--- config.mk ---
export PLATFORM = sky130hd
export DESIGN_NAME = sipo_deser_ctrl
export DESIGN_NICKNAME = d
export VERILOG_FILES = /design/src/rtl/sipo_deser_ctrl.sv
export SDC_FILE = /design/constraint.sdc
export NUM_CORES = 1
export LEC_CHECK = 0
export BUFFER_PORTS_ARGS = -buffer_cell sky130_fd_sc_hd__buf_2
export CORE_MARGIN = 5
export CORE_UTILIZATION = 40
export CTS_CLUSTER_DIAMETER = 150
export DETAILED_ROUTE_END_ITERATION = 12
export SYNTH_ARGS = -nofsm -noshare
export SYNTH_HDL_FRONTEND = slang
export SYNTH_SLANG_ARGS = --single-unit
--- constraint.sdc ---
create_clock -name clk -period 2.2 [get_ports clk]
set_clock_uncertainty 0.2 [all_clocks]
set_input_delay 0.22 -clock clk [delete_from_list [all_inputs] [get_ports clk]]
set_output_delay 0.22 -clock clk [all_outputs]
set_load 0.02 [all_outputs]
--- src/rtl/sipo_deser_ctrl.sv ---
// Serial-in/parallel-out frame controller: MSB-first shift, bit counting, one-word output buffer.
// Optional even-parity bit per frame when SIPO_PARITY_EN is defined (adds parity_err output).
module sipo_deser_ctrl #(
    parameter int N     = 8,
    parameter int CNT_W = 4
) (
    input  logic         clk,
    input  logic         reset,
    input  logic         start,
    input  logic         si,
    input  logic         si_valid,
    output logic [N-1:0] word_out,
    output logic         word_valid,
    input  logic         word_ready,
    output logic         busy,
    output logic         overrun,
`ifdef SIPO_PARITY_EN
    output logic         parity_err,
`endif
    input  logic         clr_ovr
);

    typedef enum logic [1:0] {
        StIdle,
`ifdef SIPO_PARITY_EN
        StParity,
`endif
        StShift
    } state_e;

    localparam logic [CNT_W-1:0] LastBit = CNT_W'(N - 1);

    state_e             state_q, state_d;
    logic [CNT_W-1:0]   cnt_q, cnt_d;
    logic [N-1:0]       shreg_q, shreg_d;
    logic [N-1:0]       word_out_d;
    logic               word_valid_d;
    logic               overrun_d;
    logic               done;
    logic [N-1:0]       done_word;
    logic               drain, load, drop;
`ifdef SIPO_PARITY_EN
    logic               parity_err_d;
`endif

    always_comb begin
        state_d = state_q;
        cnt_d   = cnt_q;
        shreg_d = shreg_q;
        done    = 1'b0;
        unique case (state_q)
            StIdle: begin
                if (start) begin
                    state_d = StShift;
                    cnt_d   = '0;
                end
            end
            StShift: begin
                // A new start abandons the partial word without flagging it.
                if (start) begin
                    cnt_d   = '0;
                    shreg_d = '0;
                end else if (si_valid) begin
                    shreg_d = {shreg_q[N-2:0], si};
                    if (cnt_q == LastBit) begin
`ifdef SIPO_PARITY_EN
                        state_d = StParity;
                        cnt_d   = cnt_q + CNT_W'(1);
`else
                        state_d = StIdle;
                        cnt_d   = '0;
                        done    = 1'b1;
`endif
                    end else begin
                        cnt_d = cnt_q + CNT_W'(1);
                    end
                end
            end
`ifdef SIPO_PARITY_EN
            StParity: begin
                if (start) begin
                    state_d = StShift;
                    cnt_d   = '0;
                    shreg_d = '0;
                end else if (si_valid) begin
                    state_d = StIdle;
                    cnt_d   = '0;
                    done    = 1'b1;
                end
            end
`endif
            default: state_d = StIdle;
        endcase
    end

`ifdef SIPO_PARITY_EN
    assign done_word = shreg_q;
`else
    assign done_word = shreg_d;
`endif

    // Output buffer accepts a new word when empty or emptying on this same edge.
    always_comb begin
        drain        = word_valid & word_ready;
        load         = done & (~word_valid | drain);
        drop         = done & ~load;
        word_out_d   = load ? done_word : word_out;
        word_valid_d = load ? 1'b1 : (drain ? 1'b0 : word_valid);
        overrun_d    = drop ? 1'b1 : (clr_ovr ? 1'b0 : overrun);
`ifdef SIPO_PARITY_EN
        parity_err_d = load ? (^shreg_q ^ si) : parity_err;
`endif
    end

    always_ff @(posedge clk or posedge reset) begin
        if (reset) begin
            state_q    <= StIdle;
            cnt_q      <= '0;
            shreg_q    <= '0;
            word_out   <= '0;
            word_valid <= 1'b0;
            overrun    <= 1'b0;
`ifdef SIPO_PARITY_EN
            parity_err <= 1'b0;
`endif
        end else begin
            state_q    <= state_d;
            cnt_q      <= cnt_d;
            shreg_q    <= shreg_d;
            word_out   <= word_out_d;
            word_valid <= word_valid_d;
            overrun    <= overrun_d;
`ifdef SIPO_PARITY_EN
            parity_err <= parity_err_d;
`endif
        end
    end

    assign busy = (state_q != StIdle);

endmodule

# Yosys cells after proc, flatten, opt, wreduce, memory -nomap -nowiden
# Cells that the tools add are included.
[word_totals] register_bits=24 n_memories=0 latch_bits=0 out_inout_bits=11 ram_bits=0 wordCells=48 inputBits=7 rom_bits=0
[classes] bitwise_logic=6 div_mod_pow=0 n_shift=0 n_eq_ne=7 reduce_logical=7 order_cmp=0 n_mul=0 muxes=21 add_sub_neg=1
[op_table] op="8-bit 2-to-1 mux" count=3
[op_table] op="4-bit 2-to-1 mux" count=4
[op_table] op="1-bit 2-to-1 mux" count=8
[op_table] op="2-bit 2-to-1 mux" count=4
[op_table] op="2-bit != test (second input constant)" count=4
[op_table] op="4-bit case mux with 2 select lines" count=1
[op_table] op="2-bit nonzero test" count=4
[op_table] op="4-bit by 1-bit adder with 4-bit output (second input constant)" count=1
[op_table] op="4-bit by 3-bit equality test with 1-bit output (second input constant)" count=1
[op_table] op="2-bit case mux with 2 select lines" count=1
[op_table] op="4-bit AND reduction" count=1
[op_table] op="1-bit bitwise AND" count=3
[op_table] op="3-bit != test (second input constant)" count=1
[op_table] op="3-bit AND reduction" count=1
[op_table] op="2-bit by 1-bit equality test with 1-bit output (second input constant)" count=1
[op_table] op="2-bit zero test" count=1
[op_table] op="1-bit NOT" count=2
[op_table] op="1-bit OR" count=1

# Longest topological paths before layout
[depth] depth_word=9 depth_mapped=5 mapped_depth_nobuf=4

# Worst setup path after synthesis
# OpenSTA, ideal clock, no wires.
[synth_timing] kind="reg2reg" startpoint="register cnt_q[0]" endpoint="register word_out[0]" path_buffers=1 synth_period_minus_slack_ps=1546 arrival_time_ps=1266 setup_slack_ps=654 t_required_ps=1921 setup_ps=79 path_stages_with_launch=6 cell_sequence="dfrtp_1 > ha_1 > nand4b_1 > and4bb_1 > buf_6 > mux2i_1"
[synth_via] elab_chain_len=6
[synth_lines] item="start: declaration" line_no="34" source="logic [CNT_W-1:0] cnt_q, cnt_d;"
[synth_lines] item="start signal: assignment" line_no="128" source="cnt_q <= cnt_d;"
[synth_lines] item="4-bit by 3-bit equality test with 1-bit output" line_no="65" source="if (cnt_q == LastBit) begin"
[synth_lines] item="1-bit 2-to-1 mux" line_no="65"
[synth_lines] item="1-bit 2-to-1 mux" line_no="63" source="end else if (si_valid) begin"
[synth_lines] item="1-bit 2-to-1 mux" line_no="60" source="if (start) begin"
[synth_lines] item="1-bit 2-to-1 mux" line_no="51" source="unique case (state_q)"
[synth_lines] item="1-bit bitwise AND" line_no="105" source="load = done & (~word_valid | drain);"
[synth_lines] item="end signal: assignment" line_no="130" source="word_out <= word_out_d;"
[synth_lines] item="end: declaration" line_no="12" source="output logic [N-1:0] word_out,"
# No other way between the ends.
# A chain may end at the register's enable or synchronous reset.

# Worst setup path in the final report
[layout_timing] startpoint="register cnt_q[0]" endpoint="register word_out[5]"
# The elaborated chain is that of the path after synthesis.

==> flow_summary.json <==
{
  "run_status": "complete, no violations",
  "start_util": 0.415,
  "grt_use_total": 0.125,
  "place.detailed.instances": 142,
  "number_of_global_route_vias_before_repair": 718,
  "reg2reg_from": "cnt_q[0]",
  "die_width_um": 60.7,
  "synth.top_cells.by_area": "dfrtp_1, mux2i_1, inv_1, o22ai_1, a22oi_1",
  "launching_instance_or_port_of_the_critical_path": "cnt_q[0]",
  "port-buffer-count": 17,
  "drv_cap": 0,
  "total_of_endpoints_with_negative_setup_slack_in_the_final_report": 0,
  "finalCriticalPeriod_ns": 1.73,
  "critPathArrivalTime_ns": 1.77,
  "detailed_placer_s_ending_hpwl_mm": 1.33,
  "whs_ns": 0.0237,
  "gr-total-overflow": 0,
  "clock_tree.buffer_depth": 2,
  "worstPathMaxFanout": 8,
  "grt_setup_unrepaired": "false",
  "timing.setup.tns_ns": 0,
  "cts-htree-levels": 1,
  "worst_setup_path_end_kind": "flip-flop",
  "power_switching_uw": 163,
  "drtAntennaViolNets": 0,
  "std_cell_rows": 18,
  "vdd.ir_drop.worst_uv": 261,
  "leakagePower_nw": 0.557,
  "floorplan.core_area_um2": 2480,
  "hold_path_startpoint": "si",
  "die_area_um2": 3680,
  "timing_max_transition_violations_final": 0,
  "syn_area_per_cell_um2": 10.6,
  "grt_pass1_wl_mm": 3.36,
  "antenna_found_initial": 0,
  "netlist_area_um2": 1030,
  "power_switching_share": 0.241,
  "post-layout-total-power_uw": 677,
  "post_cts_resized": 0,
  "power_frac_seq": 0.640,
  "seq_area_frac_synth": 0.560,
  "clock_power_share": 0.292,
  "cts_tree": "built",
  "clkSlewWorstSetupHoldPaths_ns": 0.13,
  "tightest_slew_ns": 0.496,
  "flow.area_growth_from_synthesis_pct": 16.6,
  "postSynthNetCount": 105,
  "setup_ws_ns": 0.470,
  "drt_first_iter_violations": 27,
  "synth_edf_count": 0,
  "postSynth.asyncResetShare": 1.00,
  "highest_clock_frequency_the_design_can_meet_mhz": 578,
  "syn_inst": 97,
  "io-pin-count": 18,
  "pin_count_of_the_biggest_net_entering_global_routing": 24,
  "drc": 0,
  "dr_total_vias": 738,
  "crit_type": "reg -> reg",
  "postSynth.topFlopCell": "dfrtp_1",
  "synth.yosys.warnings": 0,
  "placement.setup.worst_slack_ns": 0.478,
  "numClockSinks": 23,
  "drt_wl_total_mm": 1.91,
  "cell_internal_pwr_uw": 514,
  "critical_path_required_ns": 2.24,
  "detail_route.first_pass.iterations": 4,
  "tritoncts_buffer_count": 3,
  "pwr-share-comb": 0.068,
  "hold_path.class": "in -> reg",
  "die_height_um": 60.7,
  "synthDominantCellAreaShare": 0.560,
  "netlist_top_cells_count": "dfrtp_1, inv_1, o22ai_1, mux2i_1, a22oi_1",
  "post-synth-top-count-cell": "dfrtp_1",
  "ctsRootBufferMaster": "clkbuf_4",
  "detail_route.wl_per_cell_um": 12.8,
  "synth_seq_cells": 23,
  "globalplace.congestion": 0.710,
  "final_layout_size_suffix_gt1_frac": 0.202,
  "power_per_cell_area_nw_per_um2": 565,
  "yosys.cell_types.count": 25,
  "layoutNonFillerInstCount": 149,
  "final_nets": 128,
  "worst_slew_margin_relative_to_its_limit": 0.669,
  "clk-insertion-delay-late_ns": 0.31,
  "largest_area_contributor_in_the_netlist": "dfrtp_1",
  "hold_viol_final": 0,
  "cp-start-kind": "flip-flop",
  "num_antenna_cells": 0,
  "routed_via_density": 4.95,
  "timing.final.crit_share": 0.786
}
-- sequential cells by signal, summed over array words and instances (netlist names) --
register and flops:
word_out 8, state_q 1, overrun 1, shreg_q 8, cnt_q 4, word_valid 1
-- cell usage in the layout, fill, tap and decap left out, drive strengths merged --
cell / netlist / final
and4bb: 1 / 1
inv: 20 / 20
mux2i: 8 / 8
clkbuf: 1 / 3
or4b: 1 / 1
a21o: 1 / 1
o22ai: 9 / 9
nand2b: 1 / 1
or3b: 1 / 1
a22oi: 6 / 6
ha: 1 / 1
a21oi: 5 / 5
clkinv: 0 / 1
o21ai: 1 / 1
dfrtp: 23 / 23
buf: 3 / 19
xor2: 1 / 1
nor2: 1 / 1
and3: 2 / 2
and2: 1 / 1
o211ai: 1 / 1
nand4b: 1 / 1
dlygate4sd3: 0 / 3
nand3: 2 / 2
nand2: 6 / 6
-- path summary, 6_finish.rpt --
| kind | slack, ns | end | cells past startpoint |
|---|---|---|---|
| max | 0.47 | word_out[5] | 5 |
| min | 0.02 | word_out[0] | 3 |
| max reg2reg | 0.47 | word_out[5] | 5 |
| min reg2reg | 0.32 | word_out[4] | 2 |
| max in group asynchronous | 1.29 | word_out[5] | 4 |
| min in group asynchronous | 0.28 | word_valid | 4 |
-- final cells by class --
cell class	instances	area [um^2]
inverter	20	75.1
sequential	23	576
clock buffer	3	22.5
tap	30	37.5
timing repair buffer	22	130
clock inverter	1	5.00
multi-input combinational	50	352
fill	248	1280
-- metal layers --
layer | global-route usage | up-vias | part of all wire
met4 | 0.0464 | 0 | 0.0068
li1 | - | 376 | -
met3 | 0.0404 | 2 | 0.045
met2 | 0.173 | 13 | 0.45
met5 | 0 | - | 0
met1 | 0.183 | 347 | 0.50
-- kinds of logic (layout without fill, tap and decap cells) --
group           count (synthesis)  in the layout  share of synthesized area
buf+inv                        24             46                     0.0974
compound gates                 23             23                      0.142
flops                          23             23                      0.560
simple gates                   17             17                      0.101
mux                             8              8                     0.0780
fa+ha+maj                       1              1                     0.0122
xor+xnor                        1              1                    0.00853
-- power groups by stage --
stage          logic (mW)  registers [mW]  clock network, mW
3_5_place_dp       0.0432           0.441                  0
4_1_cts            0.0459           0.433              0.209
3_3_place_gp       0.0419           0.441                  0
5_1_grt            0.0533           0.434              0.228
6_report           0.0460           0.433              0.198
2_1_floorplan      0.0259           0.441                  0
-- critical path, cell delays in order, from the launching register on --
cell,delay [ns]
dfrtp_1,0.42
ha_1,0.21
nand4b_1,0.15
and4bb_1,0.29
buf_4,0.19
mux2i_1,0.20
-- through the flow --
step            util  area, um^2
3_5_place_dp   0.460        1140
4_1_cts        0.479        1190
5_1_grt        0.483        1200
2_1_floorplan      -        1030
3_3_place_gp   0.460        1140
6_report       0.483        1200
-- what timing repair did --
action | 4_1_cts | 5_1_grt
hold endpoints to repair | 24 | 1
setup buffers | 0 | 0
hold buffers | 2 | 1
setup endpoints to repair | 0 | 0
Note: power is estimated with default switching activity, not from simulation.
